===== src/rtl/instr_encoder_if.sv =====
// Field-bundle input and instruction-memory write port of the instruction encoder.
// The loader (or a test harness) uses the master side. The encoder uses the slave side.
interface instr_encoder_if #(
  parameter int ADDR_W = 8
);
  logic              start;
  logic              in_valid;
  logic              in_ready;
  logic [2:0]        fmt;
  logic [6:0]        opcode;
  logic [4:0]        rd;
  logic [4:0]        rs1;
  logic [4:0]        rs2;
  logic [2:0]        funct3;
  logic [6:0]        funct7;
  logic signed [31:0] imm;
  logic              last;
  logic              mem_we;
  logic [ADDR_W-1:0] mem_addr;
  logic [31:0]       mem_wdata;
  logic              busy;
  logic              done;
  logic              err;
  logic [2:0]        err_code;

  modport master (
    output start, in_valid, fmt, opcode, rd, rs1, rs2, funct3, funct7, imm, last,
    input  in_ready, mem_we, mem_addr, mem_wdata, busy, done, err, err_code
  );

  modport slave (
    input  start, in_valid, fmt, opcode, rd, rs1, rs2, funct3, funct7, imm, last,
    output in_ready, mem_we, mem_addr, mem_wdata, busy, done, err, err_code
  );
endinterface


===== src/rtl/instr_encoder.sv =====
// RISC-V instruction encoder. It packs R/I/S/B/U/J field bundles into 32-bit words.
// Each accepted bundle is written one cycle later to an auto-incrementing word address.
// A bundle that fails a check is written as a NOP, so the word addresses stay aligned.
module instr_encoder #(
  parameter int ADDR_W    = 8,
  parameter int BASE_ADDR = 0
) (
  input  logic           clk,
  input  logic           rst,
  instr_encoder_if.slave bus
);

  localparam logic [ADDR_W-1:0] BASE    = ADDR_W'(BASE_ADDR);
  localparam logic [31:0]       NOP     = 32'h0000_0013;

  localparam logic [2:0] FMT_R = 3'd0;
  localparam logic [2:0] FMT_I = 3'd1;
  localparam logic [2:0] FMT_S = 3'd2;
  localparam logic [2:0] FMT_B = 3'd3;
  localparam logic [2:0] FMT_U = 3'd4;
  localparam logic [2:0] FMT_J = 3'd5;

  localparam logic [2:0] ERR_NONE  = 3'd0;
  localparam logic [2:0] ERR_RANGE = 3'd1;
  localparam logic [2:0] ERR_MIS   = 3'd2;
  localparam logic [2:0] ERR_FMT   = 3'd3;
  localparam logic [2:0] ERR_ADDR  = 3'd4;

  typedef enum logic {IDLE, LOAD} state_t;

  state_t            state_q, state_d;
  logic [ADDR_W-1:0] addr_cnt;
  logic              err_q;
  logic [2:0]        code_q;

  // Packs the fields into the instruction word for the given format.
  function automatic logic [31:0] encode(
    input logic [2:0]         f,
    input logic [6:0]         op,
    input logic [4:0]         rd_f,
    input logic [4:0]         rs1_f,
    input logic [4:0]         rs2_f,
    input logic [2:0]         f3,
    input logic [6:0]         f7,
    input logic signed [31:0] v
  );
    case (f)
      FMT_R:   encode = {f7, rs2_f, rs1_f, f3, rd_f, op};
      FMT_I:   encode = {v[11:0], rs1_f, f3, rd_f, op};
      FMT_S:   encode = {v[11:5], rs2_f, rs1_f, f3, v[4:0], op};
      FMT_B:   encode = {v[12], v[10:5], rs2_f, rs1_f, f3, v[4:1], v[11], op};
      FMT_U:   encode = {v[31:12], rd_f, op};
      FMT_J:   encode = {v[20], v[10:1], v[11], v[19:12], rd_f, op};
      default: encode = NOP;
    endcase
  endfunction

  // Reports the highest-priority problem of a bundle: illegal fmt, then misaligned, then range.
  function automatic logic [2:0] check_beat(
    input logic [2:0]         f,
    input logic signed [31:0] v
  );
    check_beat = ERR_NONE;
    case (f)
      FMT_R: check_beat = ERR_NONE;
      FMT_I, FMT_S: begin
        if (v < -32'sd2048 || v > 32'sd2047) check_beat = ERR_RANGE;
      end
      FMT_B: begin
        if (v[0])                                check_beat = ERR_MIS;
        else if (v < -32'sd4096 || v > 32'sd4094) check_beat = ERR_RANGE;
      end
      FMT_U: begin
        if (v[11:0] != 12'd0) check_beat = ERR_MIS;
      end
      FMT_J: begin
        if (v[0])                                      check_beat = ERR_MIS;
        else if (v < -32'sd1048576 || v > 32'sd1048574) check_beat = ERR_RANGE;
      end
      default: check_beat = ERR_FMT;
    endcase
  endfunction

  // ---- stage p0: accept, encode and check the incoming bundle ----
  logic        acc_p0;
  logic        ovf_p0;
  logic        start_p0;
  logic [2:0]  code_p0;
  logic [31:0] word_p0;

  assign bus.in_ready = (state_q == LOAD);
  assign acc_p0       = bus.in_valid & bus.in_ready;
  assign start_p0     = bus.start & (state_q == IDLE);
  assign ovf_p0       = acc_p0 & ~bus.last & (addr_cnt == {ADDR_W{1'b1}});
  assign code_p0      = check_beat(bus.fmt, bus.imm);
  assign word_p0      = (code_p0 != ERR_NONE) ? NOP
                      : encode(bus.fmt, bus.opcode, bus.rd, bus.rs1, bus.rs2,
                               bus.funct3, bus.funct7, bus.imm);

  // Next state: a session runs until its last bundle or until the address space is exhausted.
  always_comb begin
    state_d = state_q;
    case (state_q)
      IDLE: if (start_p0) state_d = LOAD;
      LOAD: if (acc_p0 && (bus.last || ovf_p0)) state_d = IDLE;
      default: state_d = IDLE;
    endcase
  end

  // State register.
  always_ff @(posedge clk or posedge rst) begin
    if (rst) state_q <= IDLE;
    else     state_q <= state_d;
  end

  // Write-address counter: reloaded at session start, advanced once per accepted bundle.
  always_ff @(posedge clk or posedge rst) begin
    if (rst)           addr_cnt <= BASE;
    else if (start_p0) addr_cnt <= BASE;
    else if (acc_p0)   addr_cnt <= addr_cnt + 1'b1;
  end

  // Sticky error flag. The code keeps the first error of the session until the next start.
  always_ff @(posedge clk or posedge rst) begin
    if (rst) begin
      err_q  <= 1'b0;
      code_q <= ERR_NONE;
    end else if (start_p0) begin
      err_q  <= 1'b0;
      code_q <= ERR_NONE;
    end else if (acc_p0 && (code_p0 != ERR_NONE || ovf_p0)) begin
      err_q <= 1'b1;
      if (code_q == ERR_NONE) code_q <= (code_p0 != ERR_NONE) ? code_p0 : ERR_ADDR;
    end
  end

  // ---- stage p1: registered memory write ----
  logic              vld_p1;
  logic              done_p1;
  logic [ADDR_W-1:0] addr_p1;
  logic [31:0]       wdata_p1;

  // Write port register. Address and data hold between writes.
  always_ff @(posedge clk or posedge rst) begin
    if (rst) begin
      vld_p1   <= 1'b0;
      done_p1  <= 1'b0;
      addr_p1  <= BASE;
      wdata_p1 <= 32'd0;
    end else begin
      vld_p1  <= acc_p0;
      done_p1 <= acc_p0 & bus.last;
      if (acc_p0) begin
        addr_p1  <= addr_cnt;
        wdata_p1 <= word_p0;
      end
    end
  end

  assign bus.mem_we    = vld_p1;
  assign bus.mem_addr  = addr_p1;
  assign bus.mem_wdata = wdata_p1;
  assign bus.done      = done_p1;
  assign bus.busy      = (state_q != IDLE) | vld_p1;
  assign bus.err       = err_q;
  assign bus.err_code  = code_q;

endmodule

===== src/flat_wrapper.sv =====
// flat-port wrapper written by rule: the top's interface ports become plain ports
module instr_encoder_flat 
#(
  parameter int ADDR_W    = 8,
  parameter int BASE_ADDR = 0
)
  (clk, rst, bus_start, bus_in_valid, bus_fmt, bus_opcode, bus_rd, bus_rs1, bus_rs2, bus_funct3, bus_funct7, bus_imm, bus_last, bus_in_ready, bus_mem_we, bus_mem_addr, bus_mem_wdata, bus_busy, bus_done, bus_err, bus_err_code);
  instr_encoder_if #(.ADDR_W(ADDR_W)) bus_i ();
  input  logic clk;
  input  logic rst;
  input wire logic [$bits(bus_i.start)-1:0] bus_start;
  input wire logic [$bits(bus_i.in_valid)-1:0] bus_in_valid;
  input wire logic [$bits(bus_i.fmt)-1:0] bus_fmt;
  input wire logic [$bits(bus_i.opcode)-1:0] bus_opcode;
  input wire logic [$bits(bus_i.rd)-1:0] bus_rd;
  input wire logic [$bits(bus_i.rs1)-1:0] bus_rs1;
  input wire logic [$bits(bus_i.rs2)-1:0] bus_rs2;
  input wire logic [$bits(bus_i.funct3)-1:0] bus_funct3;
  input wire logic [$bits(bus_i.funct7)-1:0] bus_funct7;
  input wire logic [$bits(bus_i.imm)-1:0] bus_imm;
  input wire logic [$bits(bus_i.last)-1:0] bus_last;
  output wire logic [$bits(bus_i.in_ready)-1:0] bus_in_ready;
  output wire logic [$bits(bus_i.mem_we)-1:0] bus_mem_we;
  output wire logic [$bits(bus_i.mem_addr)-1:0] bus_mem_addr;
  output wire logic [$bits(bus_i.mem_wdata)-1:0] bus_mem_wdata;
  output wire logic [$bits(bus_i.busy)-1:0] bus_busy;
  output wire logic [$bits(bus_i.done)-1:0] bus_done;
  output wire logic [$bits(bus_i.err)-1:0] bus_err;
  output wire logic [$bits(bus_i.err_code)-1:0] bus_err_code;
  assign bus_i.start = bus_start;
  assign bus_i.in_valid = bus_in_valid;
  assign bus_i.fmt = bus_fmt;
  assign bus_i.opcode = bus_opcode;
  assign bus_i.rd = bus_rd;
  assign bus_i.rs1 = bus_rs1;
  assign bus_i.rs2 = bus_rs2;
  assign bus_i.funct3 = bus_funct3;
  assign bus_i.funct7 = bus_funct7;
  assign bus_i.imm = bus_imm;
  assign bus_i.last = bus_last;
  assign bus_in_ready = bus_i.in_ready;
  assign bus_mem_we = bus_i.mem_we;
  assign bus_mem_addr = bus_i.mem_addr;
  assign bus_mem_wdata = bus_i.mem_wdata;
  assign bus_busy = bus_i.busy;
  assign bus_done = bus_i.done;
  assign bus_err = bus_i.err;
  assign bus_err_code = bus_i.err_code;
  instr_encoder #(.ADDR_W(ADDR_W), .BASE_ADDR(BASE_ADDR)) u_core (.clk(clk), .rst(rst), .bus(bus_i));
endmodule

===== config.mk =====
export PLATFORM = sky130hd
export DESIGN_NAME = instr_encoder_flat
export DESIGN_NICKNAME = d
export VERILOG_FILES = /design/src/rtl/instr_encoder_if.sv /design/src/rtl/instr_encoder.sv /design/src/flat_wrapper.sv
export SDC_FILE = /design/constraint.sdc
export NUM_CORES = 1
export LEC_CHECK = 0
export ABC_AREA = 1
export ABC_CLOCK_PERIOD_IN_PS = 3800
export BUFFER_PORTS_ARGS = -buffer_cell sky130_fd_sc_hd__buf_2
export CAP_MARGIN = 10
export CORE_ASPECT_RATIO = 0.8
export CORE_MARGIN = 3
export CORE_UTILIZATION = 46
export CTS_CLUSTER_DIAMETER = 60
export CTS_CLUSTER_SIZE = 10
export DETAILED_ROUTE_END_ITERATION = 8
export PLACE_DENSITY = 0.79
export SETUP_SLACK_MARGIN = 0.02
export SYNTH_ARGS = -nofsm -noshare
export SYNTH_HDL_FRONTEND = slang
export SYNTH_SLANG_ARGS = --single-unit

===== constraint.sdc =====
create_clock -name clk -period 3.8 [get_ports clk]
set_input_delay 0.57 -clock clk [delete_from_list [all_inputs] [get_ports clk]]
set_output_delay 0.57 -clock clk [all_outputs]
set_load 0.01 [all_outputs]

==> out/qor.log <==
[drt] total detailed-routing wirelength 8.26 mm
[power] cell internal pwr 1.03 mW
[drt] Routed WL per cell 13.3 um
[clocking] Inserted Clock Buffers 5
[setup_path] class of the most critical setup path in -> reg
[placed_design] minimum setup slack after placement 1.20 ns
[synthesis] number of register bits inferred by synthesis 55
[floorplan] die height 78.7 um
[sta] Clock Skews 0.00707 ns
[sta] number of hold violations in the final report 0
[global_route] GR Overflow Total 0
[setup_path] worst-path fanout max 15
[floorplan] Die Area 7630 um^2
[clocking] clock latency of the later-clocked register in the worst-skew pair 0.30 ns
[global_route] all-layer global routing usage 22.2%
[finish] layout cell share with drive strength beyond 1 27.3%
[placed_design] # placed instances 611
[finish] most common library cell in the layout ignoring fill and taps nand2_1
[power] switching share of power 32.6%
[power] Peak supply drop 190 uV
[synthesis] Synth warnings 0
[synthesis] Distinct cells, synth 33
[clocking] quantity of gates resized following cts 0
[setup_path] kind of end point of the critical path flip-flop
[setup_path] standard cell with the maximum stage delay on the critical path inv_1
[drt] DRT Pass-1 Iters 6
[sta] Max transition margin 44.6%
[synthesis] sequential element share of the synthesized area 45.2%
[sta] Slew @ Worst Pin 0.830 ns
[clocking] buffers inserted during post-CTS setup optimization 0
[drt] Via Count 3154
[sta] RSZ-0062 raised after global routing no
[sta] count of endpoints failing setup in the final report 0
[setup_path] kind of cell adding the most delay to the critical path simple AND/OR/NAND/NOR gates
[floorplan] Die X-Extent 96.9 um
[finish] # nets final 610
[synthesis] fraction of synthesized cell area taken by the top area cell type 45.2%
[global_route] via count of the first global-routing pass 3032
[setup_path] worst path bufs/invs 4
[setup_path] CP dominant cell by count nand2_1
[floorplan] area of the core region 6160 um^2
[clocking] TritonCTS sink count 55
[run_status] result of the run complete, no violations
[sta] final setup slack of the worst path 1.49 ns
[power] portion of total power attributed to the clock network 25.7%
[job] number of violations of the max-capacitance limit 0
[power] Pwr per Cell Area 401 nW/um^2
[finish] fillers 580
[finish] top library cells by usage in the layout, fill and taps aside nand2_1 (152), buf_2 (119), dfrtp_1 (55)
[clocking] number of buffers on the longest clock path 2
[setup_path] Critical Path RT 4.00 ns
[power] power dissipated by switching net loads 0.499 mW
[setup_path] arrival time at the worst endpoint 2.51 ns
[clocking] TritonCTS clock tree built
[global_route] number of antenna violations at the first check in global routing 0
[synthesis] Syn Area/Cell 7.25 um^2
[placed_design] detailed placer's ending HPWL 6.47 mm
[sta] setup total negative slack 0 ns
[synthesis] top cells by area, synth dfrtp_1 (45%), nand2_1 (19%), nor2_1 (6.7%)
[drt] number of vias per cell 5.10
[placed_design] PortBufs 119
[clocking] # H-tree levels 2
[global_route] first-pass GRT wire length 14.0 mm
[finish] Final Instance Count excl. Fillers 619
[setup_path] cells along the critical path buf_2 -> inv_1 -> nand2_1 -> nor2_1 -> inv_1 -> nor2_1 -> nand3_1 -> nand2_2 -> a21oi_4 -> nand3_4 -> inv_2 -> nand2_1 -> nand2_1
[floorplan] placement row count 25
[power] Lkg Pwr 2.14 nW
[power] share of power burned in registers 47.5%
[sta] highest clock frequency the design can meet 0.433 GHz
[placed_design] RePlAce Congestion 1.06
[finish] Diodes inserted 0
[drt] post-detailed-route DRC marker count 0
[synthesis] top cell type by total area after synthesis dfrtp_1
[drt] DRT antenna net count 0
[drt] number of DRC markers after the initial detailed-route iteration 300
[clocking] clock slew at the register clock pins of the worst setup and hold paths 0.10 ns
[sta] Worst Hold Margin 0.394 ns
[floorplan] count of pins on the block boundary 120
[sta] clock period minus worst slack 2.31 ns
[worst_hold_path] Hold/Removal Path Class in -> async
[synthesis] number of nets in the synthesized netlist 493
[synthesis] post-synthesis instance total 420
[global_route] largest net degree at the start of global routing 46
[clocking] clock tree root buffer cell clkbuf_8
[floorplan] initial standard-cell utilization of the core 49.4%
[power] Combinational Power Share 26.8%
[sta] Final Cycle Share 60.8%
[synthesis] Synth Cell Area 3040 um^2
[sta] max-slew violations 0
[setup_path] element type at the critical path start input pin
[setup_path] crit-path max cell delay 0.31 ns
[finish] growth of design area from synthesis to finish 25.2%
[clocking] number of hold buffers added after cts 0
-- power groups by stage --
stage	logic, mW	registers (mW)	clock network [mW]
after global placement	0.399	0.733	0
after global routing	0.466	0.740	0.421
after detailed placement	0.411	0.736	0
after CTS	0.412	0.725	0.402
after floorplan	0.205	0.765	0
final	0.409	0.727	0.392
-- metal layers --
layer / share of wire (%) / up-vias / track usage (%)
met5: 0 / - / 0
met4: 0.53 / 0 / 3.79
met3: 9.9 / 9 / 5.09
met2: 44 / 154 / 36.4
met1: 46 / 1416 / 30.8
li1: - / 1575 / -
-- cells in the mapped netlist (all sizes together) --
cell and instances:
nand2 154, dfrtp 55, nor2 54, inv 52, o21ai 40, nand3 15, a221oi 9, clkbuf 7
o22ai 7, nand4 6, buf 4, a21oi 2, nor3 2, o211ai 2, or2 2, a211oi 1
a22oi 1, a31oi 1, and3 1, ha 1, nor3b 1, o21a 1, o221ai 1, o31ai 1
-- worst register-to-register path, stage by stage, from the launching register on --
cell and delay (ns):
dfrtp_1 0.44, nand2_1 0.09, inv_1 0.62, nand3_4 0.40
inv_2 0.29, nand2_1 0.08, nand2_1 0.07
-- through the flow --
stage	util, %	cell area [um^2]	total power [mW]
final	61.8	3810	1.53
after global placement	60.0	3700	1.13
after CTS	61.8	3810	1.54
after global routing	61.8	3810	1.63
after floorplan	-	3040	0.970
after detailed placement	60.0	3700	1.15
-- registers in the layout, indices dropped and copies added (netlist names) --
name,count
u_core.bus.mem_we,1
u_core.bus.mem_addr,8
u_core.bus.err,1
u_core.bus.err_code,3
u_core.bus.mem_wdata,32
u_core.addr_cnt,8
u_core.bus.done,1
u_core.bus.in_ready,1
-- path summary, 6_finish.rpt --
kind	startpoint	endpoint	slack (ns)	cells past startpoint
worst max register to register	u_core.bus.in_ready	u_core.bus.mem_wdata[17]	1.76	6
max in group asynchronous	rst	u_core.bus.mem_wdata[17]	2.67	3
min in group clk	bus_opcode[5]	u_core.bus.mem_wdata[5]	0.46	3
worst max-delay path	bus_fmt[2]	u_core.bus.mem_wdata[17]	1.49	13
worst min-delay path	rst	u_core.bus.err_code[0]	0.39	2
worst min register to register	u_core.bus.mem_wdata[2]	u_core.bus.mem_wdata[2]	0.49	2
-- cell families after synthesis --
group	Yosys count	share of synthesized area [%]
simple gates	235	31.3
compound gates	66	14.8
buf+inv	63	8.31
flops	55	45.2
fa+ha+maj	1	0.411
-- cell type report --
| class | instances | area, um^2 | area share, % |
|---|---|---|---|
| clock buffer | 6 | 72.6 | 1.91 |
| clock inverter | 2 | 38.8 | 1.02 |
| inverter | 52 | 195 | 5.12 |
| multi-input combinational | 302 | 1410 | 37.1 |
| sequential | 55 | 1380 | 36.1 |
| tap | 81 | 101 | 2.66 |
| timing repair buffer | 121 | 611 | 16.0 |
Power figures use the tool's default switching activity.
